**src/rtl/price_pkg.sv**
```systemverilog
// Shared definitions for the price frame decoder.
// Contents:
//   - bit offsets of each field in the 64-bit packed frame
//   - price_entry_t: decoded entry stored in the output FIFO
//   - seq_state_t: states of the sequence tracker
//   - frame_checksum(): XOR of the seven bytes that precede the checksum byte
package price_pkg;

  localparam int unsigned FRAME_W   = 64;

  localparam int unsigned HDR_MSB   = 63;
  localparam int unsigned HDR_LSB   = 56;
  localparam int unsigned TYPE_MSB  = 55;
  localparam int unsigned TYPE_LSB  = 48;
  localparam int unsigned PRICE_MSB = 47;
  localparam int unsigned PRICE_LSB = 16;
  localparam int unsigned SEQ_MSB   = 15;
  localparam int unsigned SEQ_LSB   = 8;
  localparam int unsigned CS_MSB    = 7;
  localparam int unsigned CS_LSB    = 0;

  typedef struct packed {
    logic [31:0] price;
    logic [7:0]  msg_type;
  } price_entry_t;

  localparam int unsigned ENTRY_W = $bits(price_entry_t);

  typedef enum logic {
    SEQ_UNSYNC = 1'b0,
    SEQ_LOCKED = 1'b1
  } seq_state_t;

  function automatic logic [7:0] frame_checksum(input logic [FRAME_W-1:0] f);
    return f[63:56] ^ f[55:48] ^ f[47:40] ^ f[39:32] ^
           f[31:24] ^ f[23:16] ^ f[15:8];
  endfunction

endpackage

```
**src/rtl/sync_fifo.sv**
```systemverilog
// Single-clock FIFO, power-of-two depth.
// Ports:
//   clk, rst_n       - clock, asynchronous active-low reset (pointers/count)
//   i_push, i_data   - write request and data; a write while full is taken
//                      only when a read happens in the same cycle
//   i_pop            - read request; ignored while empty
//   o_data           - head entry (valid while !o_empty)
//   o_full, o_empty  - occupancy flags
//   o_count          - current number of entries
module sync_fifo #(
  parameter  int unsigned WIDTH = 8,
  parameter  int unsigned DEPTH = 4,
  localparam int unsigned AW    = $clog2(DEPTH),
  localparam int unsigned CW    = AW + 1
) (
  input  logic             clk,
  input  logic             rst_n,
  input  logic             i_push,
  input  logic [WIDTH-1:0] i_data,
  input  logic             i_pop,
  output logic [WIDTH-1:0] o_data,
  output logic             o_full,
  output logic             o_empty,
  output logic [CW-1:0]    o_count
);

  logic [WIDTH-1:0] r_mem [DEPTH];
  logic [AW-1:0]    r_wr_ptr;
  logic [AW-1:0]    r_rd_ptr;
  logic [CW-1:0]    r_count;
  logic             w_do_push;
  logic             w_do_pop;

  assign o_empty   = (r_count == '0);
  assign o_full    = (r_count == CW'(DEPTH));
  assign o_count   = r_count;
  assign o_data    = r_mem[r_rd_ptr];

  assign w_do_pop  = i_pop & ~o_empty;
  // A pop in the same cycle frees the slot the push needs.
  assign w_do_push = i_push & (~o_full | w_do_pop);

  always_ff @(posedge clk) begin
    if (w_do_push) begin
      r_mem[r_wr_ptr] <= i_data;
    end
  end

  always_ff @(posedge clk or negedge rst_n) begin
    if (!rst_n) begin
      r_wr_ptr <= '0;
      r_rd_ptr <= '0;
      r_count  <= '0;
    end else begin
      if (w_do_push) begin
        r_wr_ptr <= r_wr_ptr + AW'(1);
      end
      if (w_do_pop) begin
        r_rd_ptr <= r_rd_ptr + AW'(1);
      end
      case ({w_do_push, w_do_pop})
        2'b10:   r_count <= r_count + CW'(1);
        2'b01:   r_count <= r_count - CW'(1);
        default: r_count <= r_count;
      endcase
    end
  end

endmodule

```
**src/rtl/price_frame_decoder.sv**
```systemverilog
// Decodes 64-bit price frames from the UART receiver, validates header and
// checksum, tracks the sequence number and buffers good entries in a FIFO.
// Ports:
//   clk, reset            - clock, asynchronous active-low reset
//   bitstream/frame_valid - incoming frame and its one-cycle strobe
//   price/msg_type        - FIFO head entry, zero while the FIFO is empty
//   out_valid/out_ready   - head-entry handshake
//   err_header, err_checksum, seq_gap, overflow - one-cycle event pulses
//   drop_count            - saturating count of rejected frames
module price_frame_decoder
  import price_pkg::*;
#(
  parameter int unsigned FIFO_DEPTH = 4,
  parameter logic [7:0]  HEADER     = 8'hA5
) (
  input  logic               clk,
  input  logic               reset,
  input  logic [FRAME_W-1:0] bitstream,
  input  logic               frame_valid,
  output logic [31:0]        price,
  output logic [7:0]         msg_type,
  output logic               out_valid,
  input  logic               out_ready,
  output logic               err_header,
  output logic               err_checksum,
  output logic               seq_gap,
  output logic               overflow,
  output logic [15:0]        drop_count
);

  localparam int unsigned CNT_W = $clog2(FIFO_DEPTH) + 1;

  logic               r_s1_valid;
  logic [FRAME_W-1:0] r_s1_frame;
  seq_state_t         r_state;
  logic [7:0]         r_expected;

  logic               w_hdr_bad;
  logic               w_cs_bad;
  logic               w_good;
  logic               w_rej_hdr;
  logic               w_rej_cs;
  logic               w_pop;
  logic               w_ovf;
  logic               w_reject;
  logic               w_full;
  logic               w_empty;
  logic [CNT_W-1:0]   w_count;
  logic [7:0]         w_seq;
  price_entry_t       w_entry;
  price_entry_t       w_head;

  // Stage 1: capture every strobed frame; evaluated on the next cycle.
  always_ff @(posedge clk or negedge reset) begin
    if (!reset) begin
      r_s1_valid <= 1'b0;
      r_s1_frame <= '0;
    end else begin
      r_s1_valid <= frame_valid;
      if (frame_valid) begin
        r_s1_frame <= bitstream;
      end
    end
  end

  assign w_hdr_bad = (r_s1_frame[HDR_MSB:HDR_LSB] != HEADER);
  assign w_cs_bad  = (frame_checksum(r_s1_frame) != r_s1_frame[CS_MSB:CS_LSB]);
  // Header error masks a simultaneous checksum error.
  assign w_rej_hdr = r_s1_valid & w_hdr_bad;
  assign w_rej_cs  = r_s1_valid & ~w_hdr_bad & w_cs_bad;
  assign w_good    = r_s1_valid & ~w_hdr_bad & ~w_cs_bad;
  assign w_seq     = r_s1_frame[SEQ_MSB:SEQ_LSB];

  assign w_entry.price    = r_s1_frame[PRICE_MSB:PRICE_LSB];
  assign w_entry.msg_type = r_s1_frame[TYPE_MSB:TYPE_LSB];

  assign w_pop    = ~w_empty & out_ready;
  assign w_ovf    = w_good & w_full & ~w_pop;
  assign w_reject = w_rej_hdr | w_rej_cs | w_ovf;

  sync_fifo #(
    .WIDTH (ENTRY_W),
    .DEPTH (FIFO_DEPTH)
  ) u_fifo (
    .clk     (clk),
    .rst_n   (reset),
    .i_push  (w_good),
    .i_data  (w_entry),
    .i_pop   (w_pop),
    .o_data  (w_head),
    .o_full  (w_full),
    .o_empty (w_empty),
    .o_count (w_count)
  );

  // The FIFO storage is not reset, so gate the head with occupancy; this
  // also yields zero outputs throughout reset.
  assign out_valid = ~w_empty;
  assign price     = w_empty ? '0 : w_head.price;
  assign msg_type  = w_empty ? '0 : w_head.msg_type;

  always_ff @(posedge clk or negedge reset) begin
    if (!reset) begin
      err_header   <= 1'b0;
      err_checksum <= 1'b0;
      overflow     <= 1'b0;
      drop_count   <= '0;
    end else begin
      err_header   <= w_rej_hdr;
      err_checksum <= w_rej_cs;
      overflow     <= w_ovf;
      if (w_reject && (drop_count != '1)) begin
        drop_count <= drop_count + 16'd1;
      end
    end
  end

  // Sequence tracker: advances on every good frame, including ones the
  // FIFO then drops for overflow.
  always_ff @(posedge clk or negedge reset) begin
    if (!reset) begin
      r_state    <= SEQ_UNSYNC;
      r_expected <= '0;
      seq_gap    <= 1'b0;
    end else begin
      seq_gap <= 1'b0;
      if (w_good) begin
        r_expected <= w_seq + 8'd1;
        case (r_state)
          SEQ_UNSYNC: r_state <= SEQ_LOCKED;
          SEQ_LOCKED: seq_gap <= (w_seq != r_expected);
          default:    r_state <= SEQ_UNSYNC;
        endcase
      end
    end
  end

  a_count_bound: assert property (@(posedge clk) disable iff (!reset)
    w_count <= CNT_W'(FIFO_DEPTH));

endmodule

```
**config.mk**
```make
export PLATFORM = sky130hd
export DESIGN_NAME = price_frame_decoder
export DESIGN_NICKNAME = d
export VERILOG_FILES = /design/src/rtl/price_pkg.sv /design/src/rtl/sync_fifo.sv /design/src/rtl/price_frame_decoder.sv
export SDC_FILE = /design/constraint.sdc
export NUM_CORES = 1
export LEC_CHECK = 0
export CORE_MARGIN = 2
export CORE_UTILIZATION = 30
export DETAILED_ROUTE_END_ITERATION = 8
export PLACE_DENSITY = 0.59
export SLEW_MARGIN = 20
export SYNTH_ARGS = -nofsm -noshare
export SYNTH_HDL_FRONTEND = slang
export SYNTH_HIERARCHICAL = 1
export SYNTH_SLANG_ARGS = --single-unit
```
**constraint.sdc**
```tcl
create_clock -name clk -period 3.3 [get_ports clk]
set_clock_uncertainty 0.15 [all_clocks]
set_input_delay 0.66 -clock clk [delete_from_list [all_inputs] [get_ports clk]]
set_output_delay 0.66 -clock clk [all_outputs]
set_load 0.01 [all_outputs]
```
Yosys cells after proc, flatten, opt, wreduce, memory -nomap -nowiden
Memories as Yosys holds them, arrays and structs flattened. Cells that the tools add are included.

Register bits: 101. Memory bits (writable): 160. Memories kept: 1.

$add $sub $neg: 6. Equality and inequality tests: 7. Muxes and demuxes: 7. Bitwise gates (word level): 23. Reductions and logical operators: 3.

Memory list: u_fifo.r_mem (words 4, width 40, rd ports 1, clocked after Yosys merged registers in 0, wr ports 1, RTL line sync_fifo.sv:27) `logic [WIDTH-1:0] r_mem [DEPTH];`.

Operators with widths (count): $xor 8x8->8 (6); $mux 32 (1); $add 16x1->16 const B (1); $ne 16x16->1 const B (1); $ne 8x8->1 (2); $and 1x1->1 (9); $add 8x1->8 const B (1); $mux 8 (1); $ne 8x8->1 const B (1); $pmux 3 s2 (1); $not 1->1 (5); $add 2x1->2 const B (2); $mux 1 (4); $add 3x1->3 const B (1); $eq 3x3->1 const B (1); $logic_not 3->1 (1); $or 1x1->1 (3); $sub 3x1->3 const B (1); $eq 2x1->1 const B (1); $eq 2x2->1 const B (1); $reduce_bool 2->1 (1); $logic_and 1x1->1 (1).

Depth between registers and ports, before layout
Gate-level depths: netlist of the first run.

Depth after elaboration: 13. Gate-level depth with buffers: 15.

Hierarchy
The synthesis of the first run kept the hierarchy.

Modules (own cells, without submodules): sync_fifo (instances 1, cells an instance 248, area an instance 6188.4 um^2); price_frame_decoder (instances 1, cells an instance 383, area an instance 4698.3 um^2).

Worst setup path after synthesis of the first run
Ideal clock, no wire load.

Kind: register -> register. Start point: reg r_s1_frame[12]. End point: mem u_fifo/r_mem[0][0] in the netlist's numbering (enable). Library setup time: 0.379 ns. Arrival time: 2.553 ns. Data required time: 2.771 ns. Path slack: 0.218 ns. Stages on the path, launching flop included: 10. Period minus slack after synthesis: 3.082 ns. Cell sequence: dfrtp_1 buf_6 xnor2_2 xnor2_1 xnor2_1 nand4_2 nor4_4 buf_6 o21a_4 and2_2.

Cells in the longest elaborated chain, start to end: 7.

RTL lines: start, declared (RTL line price_frame_decoder.sv:34) `logic [FRAME_W-1:0] r_s1_frame;`; start signal, assigned (RTL line price_frame_decoder.sv:61) `r_s1_frame <= bitstream;`; $xor 8x8->8 (RTL line price_pkg.sv:36) `f[31:24] ^ f[23:16] ^ f[15:8];`; $ne 8x8->1 (RTL line price_frame_decoder.sv:67) `assign w_cs_bad = (frame_checksum(r_s1_frame) != r_s1_frame[CS_MSB:CS_LSB]);`; $not 1->1 (RTL line price_frame_decoder.sv:71) `assign w_good = r_s1_valid & ~w_hdr_bad & ~w_cs_bad;`; $and 1x1->1 (RTL line price_frame_decoder.sv:71); named net w_good (RTL line price_frame_decoder.sv:40) `logic w_good;`; $and 1x1->1 (RTL line sync_fifo.sv:41) `assign w_do_push = i_push & (~o_full | w_do_pop);`; $mux 1 (RTL line sync_fifo.sv:44) `if (w_do_push) begin`; $mux 1 (not written as such) (RTL line sync_fifo.sv:45) `r_mem[r_wr_ptr] <= i_data;`; end, declared (RTL line sync_fifo.sv:27).

The timed path passes the listed nets, and every way through them passes these cells.

==> results of run 1 <==
## cell usage after synthesis
master / instances
dfrtp_1: 101
and2_2: 4
xnor2_2: 3
mux2i_1: 2
nand3_1: 8
or2_2: 1
nor4b_1: 1
or4bb_1: 2
nor3b_1: 3
nand4_2: 1
and3_1: 5
nor4_4: 2
a21oi_2: 3
nor3_1: 12
inv_1: 10
buf_2: 8
nor2_1: 10
o31a_2: 1
clkbuf_1: 14
mux2_4: 2
buf_6: 4
nor2_2: 1
ha_1: 7
fa_1: 1
xor2_1: 29
xnor2_1: 59
mux4_2: 40
mux2_1: 1
edfxtp_1: 160
a21oi_1: 3
nand2_1: 16
o21a_4: 1
nand4_1: 3
mux2_2: 64
nor4_1: 4
nor2b_1: 41
or3b_1: 1
and2_1: 1
buf_1: 2
## cell families after synthesis
| group | Yosys count | share of synthesized area [%] |
|---|---|---|
| DFF | 261 | 67.35 |
| AOI/OAI and AO/OA | 8 | 0.6091 |
| xor gates and xnor gates | 91 | 7.528 |
| and+or+nand+nor | 116 | 6.390 |
| adders and majority gates | 8 | 0.9884 |
| buffers and inverters | 38 | 1.678 |
| muxes | 109 | 15.46 |
## worst max path at each step
stage	end	slack (ps)
after detailed placement	u_fifo/o_count[2]	190
final	msg_type[6]	80
after floorplan	u_fifo/r_mem[0][0]	220
after CTS	price[21]	-80
after global routing	msg_type[6]	-3
after global placement	u_fifo/o_count[2]	190
## flip-flops by register name (all words and copies together), names as in the netlist
register and cells:
drop_count 16, err_checksum 1, err_header 1, overflow 1, r_expected 8, r_s1_frame 64, r_s1_valid 1, r_state 1
seq_gap 1, u_fifo/o_count 3, u_fifo/r_mem 160, u_fifo/r_rd_ptr 2, u_fifo/r_wr_ptr 2
## power by group through the flow
stage | Sequential (mW) | Clock, mW | Combinational (mW)
after CTS | 3.97 | 3.12 | 3.14
after detailed placement | 4.03 | 0 | 3.04
after global routing | 3.99 | 3.25 | 3.34
final | 3.95 | 3.03 | 3.10
after floorplan | 3.93 | 0 | 1.71
after global placement | 4.03 | 0 | 3.02
## critical path, cell delays in order, from the launching register on
cell and delay, ps:
dfrtp_2 380, buf_4 120, buf_12 170, mux4_2 500, nor2b_2 200, clkdlybuf4s50_1 490
## layer usage
metal | GRT usage (%) | wire length [um]
met3 | 2.429 | 1111
met4 | 3.447 | 431
met2 | 21.70 | 12250
met5 | 0 | 23
met1 | 18.20 | 11140
## repair_timing
| item | in CTS | in global routing |
|---|---|---|
| endpoints found under the hold margin | 27 | 0 |
| gates resized for setup | 2 | 4 |
| endpoints found under the setup margin | 36 | 28 |
| hold buffers | 1 | 0 |
| setup buffers | 2 | 3 |
| cloned | 1 | 0 |
## metrics by stage
stage | utilization (%) | setup TNS [ps] | hold WS [ps] | power [mW]
2_1_floorplan | - | 0 | 214.4 | 5.639
3_3_place_gp | 36.28 | 0 | 292.6 | 7.049
3_5_place_dp | 36.28 | 0 | 295.9 | 7.076
4_1_cts | 38.94 | -936.4 | 308.2 | 10.22
5_1_grt | 39.03 | -3.796 | 350.2 | 10.57
6_report | 39.03 | 0 | 306.9 | 10.08
## final cells by class
class / instances / area share, %
flip-flops and latches: 261 / 52.71
multi-input cells: 332 / 24.29
repair buffers: 158 / 12.18
clock buffers: 36 / 5.404
well taps: 461 / 4.145
clock inverters: 17 / 0.9981
inverters: 10 / 0.2698
==> impl_results.md, run 1 <==
* Initial antenna violation count at 2
* Critical path type: reg2out
* Worst Path Max Fanout at 14
* Footprint of the multi-input gates at 3379 um2
* Tmin final at 3224 ps
* Final Cycle Share at a little over nine tenths
* DR WL/cell at between 15 and 20 um
* Synth top area share at 44.13%
* Fmax achieved at 310.1 MHz
* Commonest non-fill, non-tap cell in the layout: edfxtp_1
* Pre-CTS setup slack at ~190 ps
* Hold Path Origin: r_state
* Final WS setup at 75.50 ps
* Post-DP HPWL at 16,400 um
* Clock power frac at 30.1%
* Ports at 129
* Crit path capture type: primary output
* MaxCap Viol Count at 0
* Cell accounting for the most synthesized area: edfxtp_1
* Syn nets at 707
* Slew HR at about three fifths
* Yosys warning count at 6
* Via/cell ratio at 4.504
* DIE HEIGHT at 194.5 um
* Largest net degree at the start of global routing at 66
* Post-synthesis area per instance at 17.25 um2
* Final instance area at 13,910 um2
* Ant diodes at 0
* GR Util All Layers at a little over an eighth
* FF+latch count, synth at between 200 and 300
* Worst-margin pin slew at 571.5 ps
* Hold path depth at 1
* Crit path DAT at 2410 ps
* Clock Tree Buf Depth at 3
* Sequential area share after synthesis at 67.35%
* Seq. cell area at 7335 um2
* Congestion Overflow GR at 0
* PwrDens at 724.6 nW/um2
* CTS Sinks at 261
* Reg clk slew, reported paths at 60 ps
* Die Wd at 194.5 um
* Ranking of synthesized cells by area: edfxtp_1 (44%), dfrtp_1 (23%), mux4_2 (8.3%)
* Layout cells sized above 1 at 24.57%
* Status: completed
* Hold Crit Class: reg2reg
* Setup violations, final at 0
* Vias in the first global route at 6,033
* Switch Pwr at roughly 2.9 mW
* P&R area growth vs syn at 27.81%
* Comb pwr share at 30.8%
* Required @ worst endpoint at 2490 ps
* Crit path launch type: flop
* CTS H-tree depth at 1
* Root Driver: clkbuf_16
* GPL Wtd Cong at 0.7076
* DRC at 0
* Layout Cells excl Fill at ~1,300
* Nets at just under 900
* DRT Pass-1 Iters at 4
* # fillers at 3,301
* Switching Fraction at 28.38%
* TritonCTS Buffers at 29
* Post-DRT Antenna Nets at 0
* DP Cell Count at 1,215
* Area after DPL at 12,930 um2
* Final hold viol count at 0
* Cell count after synthesis at 631
* Port bufs at 128
* Leak pwr at 4.961 nW
* Initial DRC Count at roughly 260
* Worst Hold Path EP: r_state
* Die area at 37,830 um2
* Skew-Pair Late Insertion Delay at between 500 and 600 ps
* Final Routed Wirelength at 24,950 um
* Via count at 5,742
* Unique masters post-synth at 39
* First-pass GRT wire length at ~38,000 um
* Reg2reg end: u_fifo/o_count[2]
* Internal at just over 7 mW
* Core ar. at 35,660 um2
* Crit path from: u_fifo/r_rd_ptr[0]
* R2r setup slk at between 150 and 200 ps
* Most frequent cells in the layout: edfxtp_1 (160), clkdlybuf4s50_1 (125), dfrtp_1 (99), mux2_2 (64), xnor2_1 (59)
* Starting Density at 30.53%
* FF-to-FF path depth at 13
* Fraction of power consumed by sequential logic at 39.1%
* Fin. max-slew vios at 0
* Row count at between 60 and 70
* CTS tree: yes
* VDD IR-drop max at 0.3863 mV
* Crit Reg-Reg Startpoint: r_s1_frame[9]
* Cell Area, Synth at 10,890 um2
No activity file was read; power rests on OpenSTA's default activity.
==> inputs of run 2 (changes only) <==
- SKIP_LAST_GASP: default -> 1
==> run 2 against run 1 <==
  * Total power barely moved
  * Global-route usage is the same
  * Largest power group unchanged
  * Sequential power hardly changed
  * Via count did not move
  * Non-clock buffer count stayed put
  * Core utilization barely moved
  * Fmax stayed put
  * Worst setup slack unchanged
  * Cell count stayed put
  * Clock power hardly changed
  * Highest routed layer unchanged
  * Critical endpoint unchanged
  * Count of clock-buffer cells in the layout unchanged
==> impl_results.md, run 2 (synthesized netlist as in run 1, its figures left out) <==
* Pre-CTS setup slack at 186.6 ps (unchanged)
* Biggest regs: u_fifo/r_mem x160, r_s1_frame x64, drop_count x16 (unchanged)
* Biggest register: u_fifo/r_mem (unchanged)
* Crit path DAT at 2410 ps (about the same)
* Via count at 5,742 (unchanged)
* Ports at 129 (unchanged)
* Fmax achieved at 310.1 MHz (unchanged)
* Final Cycle Share at 97.71% (unchanged)
* Hold Crit Class: reg2reg (unchanged)
* Reg clk slew, reported paths at 60 ps (about the same)
* Congestion Overflow GR at 0 (unchanged)
* Leak pwr at 4.960 nW (was 4.961 nW)
* Hold WS at 306.9 ps (unchanged)
* PwrDens at 725.0 nW/um2 (was 724.6 nW/um2)
* Most frequent cells in the layout: edfxtp_1 (160), clkdlybuf4s50_1 (126), dfrtp_1 (99), mux2_2 (64), xnor2_1 (59) (was edfxtp_1 (160), clkdlybuf4s50_1 (125), dfrtp_1 (99), mux2_2 (64), xnor2_1 (59))
* Status: completed (unchanged)
* CTS Sinks at 261 (unchanged)
* Via/cell ratio at 4.504 (unchanged)
* Row count at 69 (unchanged)
* Post-DRT Antenna Nets at 0 (unchanged)
* CTS H-tree depth at 1 (unchanged)
* First-pass GRT wire length at 37,980 um (unchanged)
* Port bufs at 128 (unchanged)
* DIE HEIGHT at 194.5 um (unchanged)
* Slew HR at 61.61% (unchanged)
* DRT Pass-1 Iters at 4 (unchanged)
* Final hold viol count at 0 (unchanged)
* Skew-Pair Late Insertion Delay at 530 ps (about the same)
* Die Wd at 194.5 um (unchanged)
* Post-DP HPWL at 16,400 um (unchanged)
* VDD IR-drop max at 0.3863 mV (unchanged)
* Setup violations, final at 0 (unchanged)
* CP Cell Sequence: buf_4 > buf_12 > mux4_2 > nor2b_2 > clkdlybuf4s50_1 (unchanged)
* Critical Path Max Stage Delay at 500 ps (about the same)
* Largest net degree at the start of global routing at 66 (unchanged)
* Commonest non-fill, non-tap cell in the layout: edfxtp_1 (unchanged)
* P&R area growth vs syn at 27.82% (was 27.81%)
* Layout Cells excl Fill at 1,275 (unchanged)
* WP buf/inv at 3 (unchanged)
* Worst-margin pin slew at 571.5 ps (unchanged)
* Final Routed Wirelength at 24,950 um (unchanged)
* Starting Density at 30.53% (unchanged)
* Final WS setup at 75.50 ps (unchanged)
* Required @ worst endpoint at 2490 ps (about the same)
* Crit-path leading delay family: buffers and inverters (unchanged)
* Fin. max-slew vios at 0 (unchanged)
* DR WL/cell at 19.57 um (unchanged)
* MaxCap Viol Count at 0 (unchanged)
* DP Cell Count at 1,215 (unchanged)
* Root Driver: clkbuf_16 (unchanged)
* Slowest CP cell: mux4_2 (unchanged)
* Initial DRC Count at 261 (unchanged)
* Worst Path Max Fanout at 14 (unchanged)
* Critical path type: reg2out (unchanged)
* Layout cells sized above 1 at 24.57% (unchanged)
* Nets at 868 (unchanged)
* Core ar. at 35,660 um2 (unchanged)
* Final cell utilization of the core at 39.03% (about the same)
* Number of flip-flops under the largest register name at 160 (unchanged)
* TritonCTS Buffers at 29 (unchanged)
* GR Util All Layers at 13.25% (unchanged)
* GPL Wtd Cong at 0.7076 (unchanged)
* Tmin final at 3224 ps (unchanged)
* Crit path launch type: flop (unchanged)
* Die area at 37,830 um2 (unchanged)
* Clock Tree Buf Depth at 3 (unchanged)
* Vias in the first global route at 6,033 (unchanged)
* CTS tree: yes (unchanged)
* DRC at 0 (unchanged)
* Crit path capture type: primary output (unchanged)
* Ant diodes at 0 (unchanged)
* Initial antenna violation count at 2 (unchanged)
* Final Power at 10.09 mW (was 10.08 mW)
run 2: cell count changes in the layout (fill, tap and decap cells not counted), sizes merged:
cell,change
clkdlybuf4s50,+1
dlygate4sd2,-1
run 2: metrics by stage:
step	cell area, um2	TNS [ps]
after global placement	12930	0
after global routing	13920	-3.796
after floorplan	10890	0
final	13920	0
after detailed placement	12930	0
after CTS	13890	-949.3
run 2: per-layer routing:
metal  track usage [%]  up-vias  routed length [um]
met5                 0        -                  23
met4             3.447        4                 431
met3             2.429       34                1111
met2             21.70      129               12250
met1             18.20     2930               11140
li1                  -     2645                   -
run 2: final timing paths:
kind | from | cells after the start | end | slack [ps]
worst min-delay path | r_state | 1 | r_state | 310
worst max-delay path | u_fifo/r_rd_ptr[0] | 5 | msg_type[6] | 80
max in group asynchronous | reset | 3 | u_fifo/r_rd_ptr[0] | 1860
worst min register to register | r_state | 1 | r_state | 310
min in group asynchronous | reset | 2 | drop_count[12] | 460
worst max register to register | r_s1_frame[9] | 13 | u_fifo/o_count[2] | 160
run 2: area by class of cell:
| cell class | count | area (um2) |
|---|---|---|
| fillers | 3301 | 21740 |
| flip-flops and latches | 261 | 7335 |
| multi-input cells | 332 | 3379 |
| repair buffers | 158 | 1697 |
| clock buffers | 36 | 752.0 |
| well taps | 461 | 576.8 |
| clock inverters | 17 | 138.9 |
| inverters | 10 | 37.54 |
run 2: worst reg2reg max path: stages, from the launching register on:
cell	delay, ps
dfrtp_1	450
xnor2_1	440
xnor2_1	170
xnor2_1	230
nand4_2	220
nor4_4	350
o21a_4	170
inv_1	40
ha_1	210
inv_1	80
fa_1	180
xor2_1	140
nor2_1	60
xor2_1	140
run 2: what timing repair did:
action,in CTS,in global routing
resized for setup,1,4
setup endpoints to repair,36,29
endpoints found under the hold margin,27,0
cloned,1,0
buffers inserted,2,3
hold buffers,1,0
run 2: where the power goes:
part           internal [mW]  switching [mW]  total [mW]
sequential              3.68           0.267        3.95
clock                   1.77            1.27        3.03
combinational           1.78            1.33        3.11
total                   7.23            2.86        10.1
==> inputs of run 3 (changes only) <==
- SLEW_MARGIN: 20 -> default
==> results of run 3 <==
Final layout, timing and power as in run 2 (identical DEF).
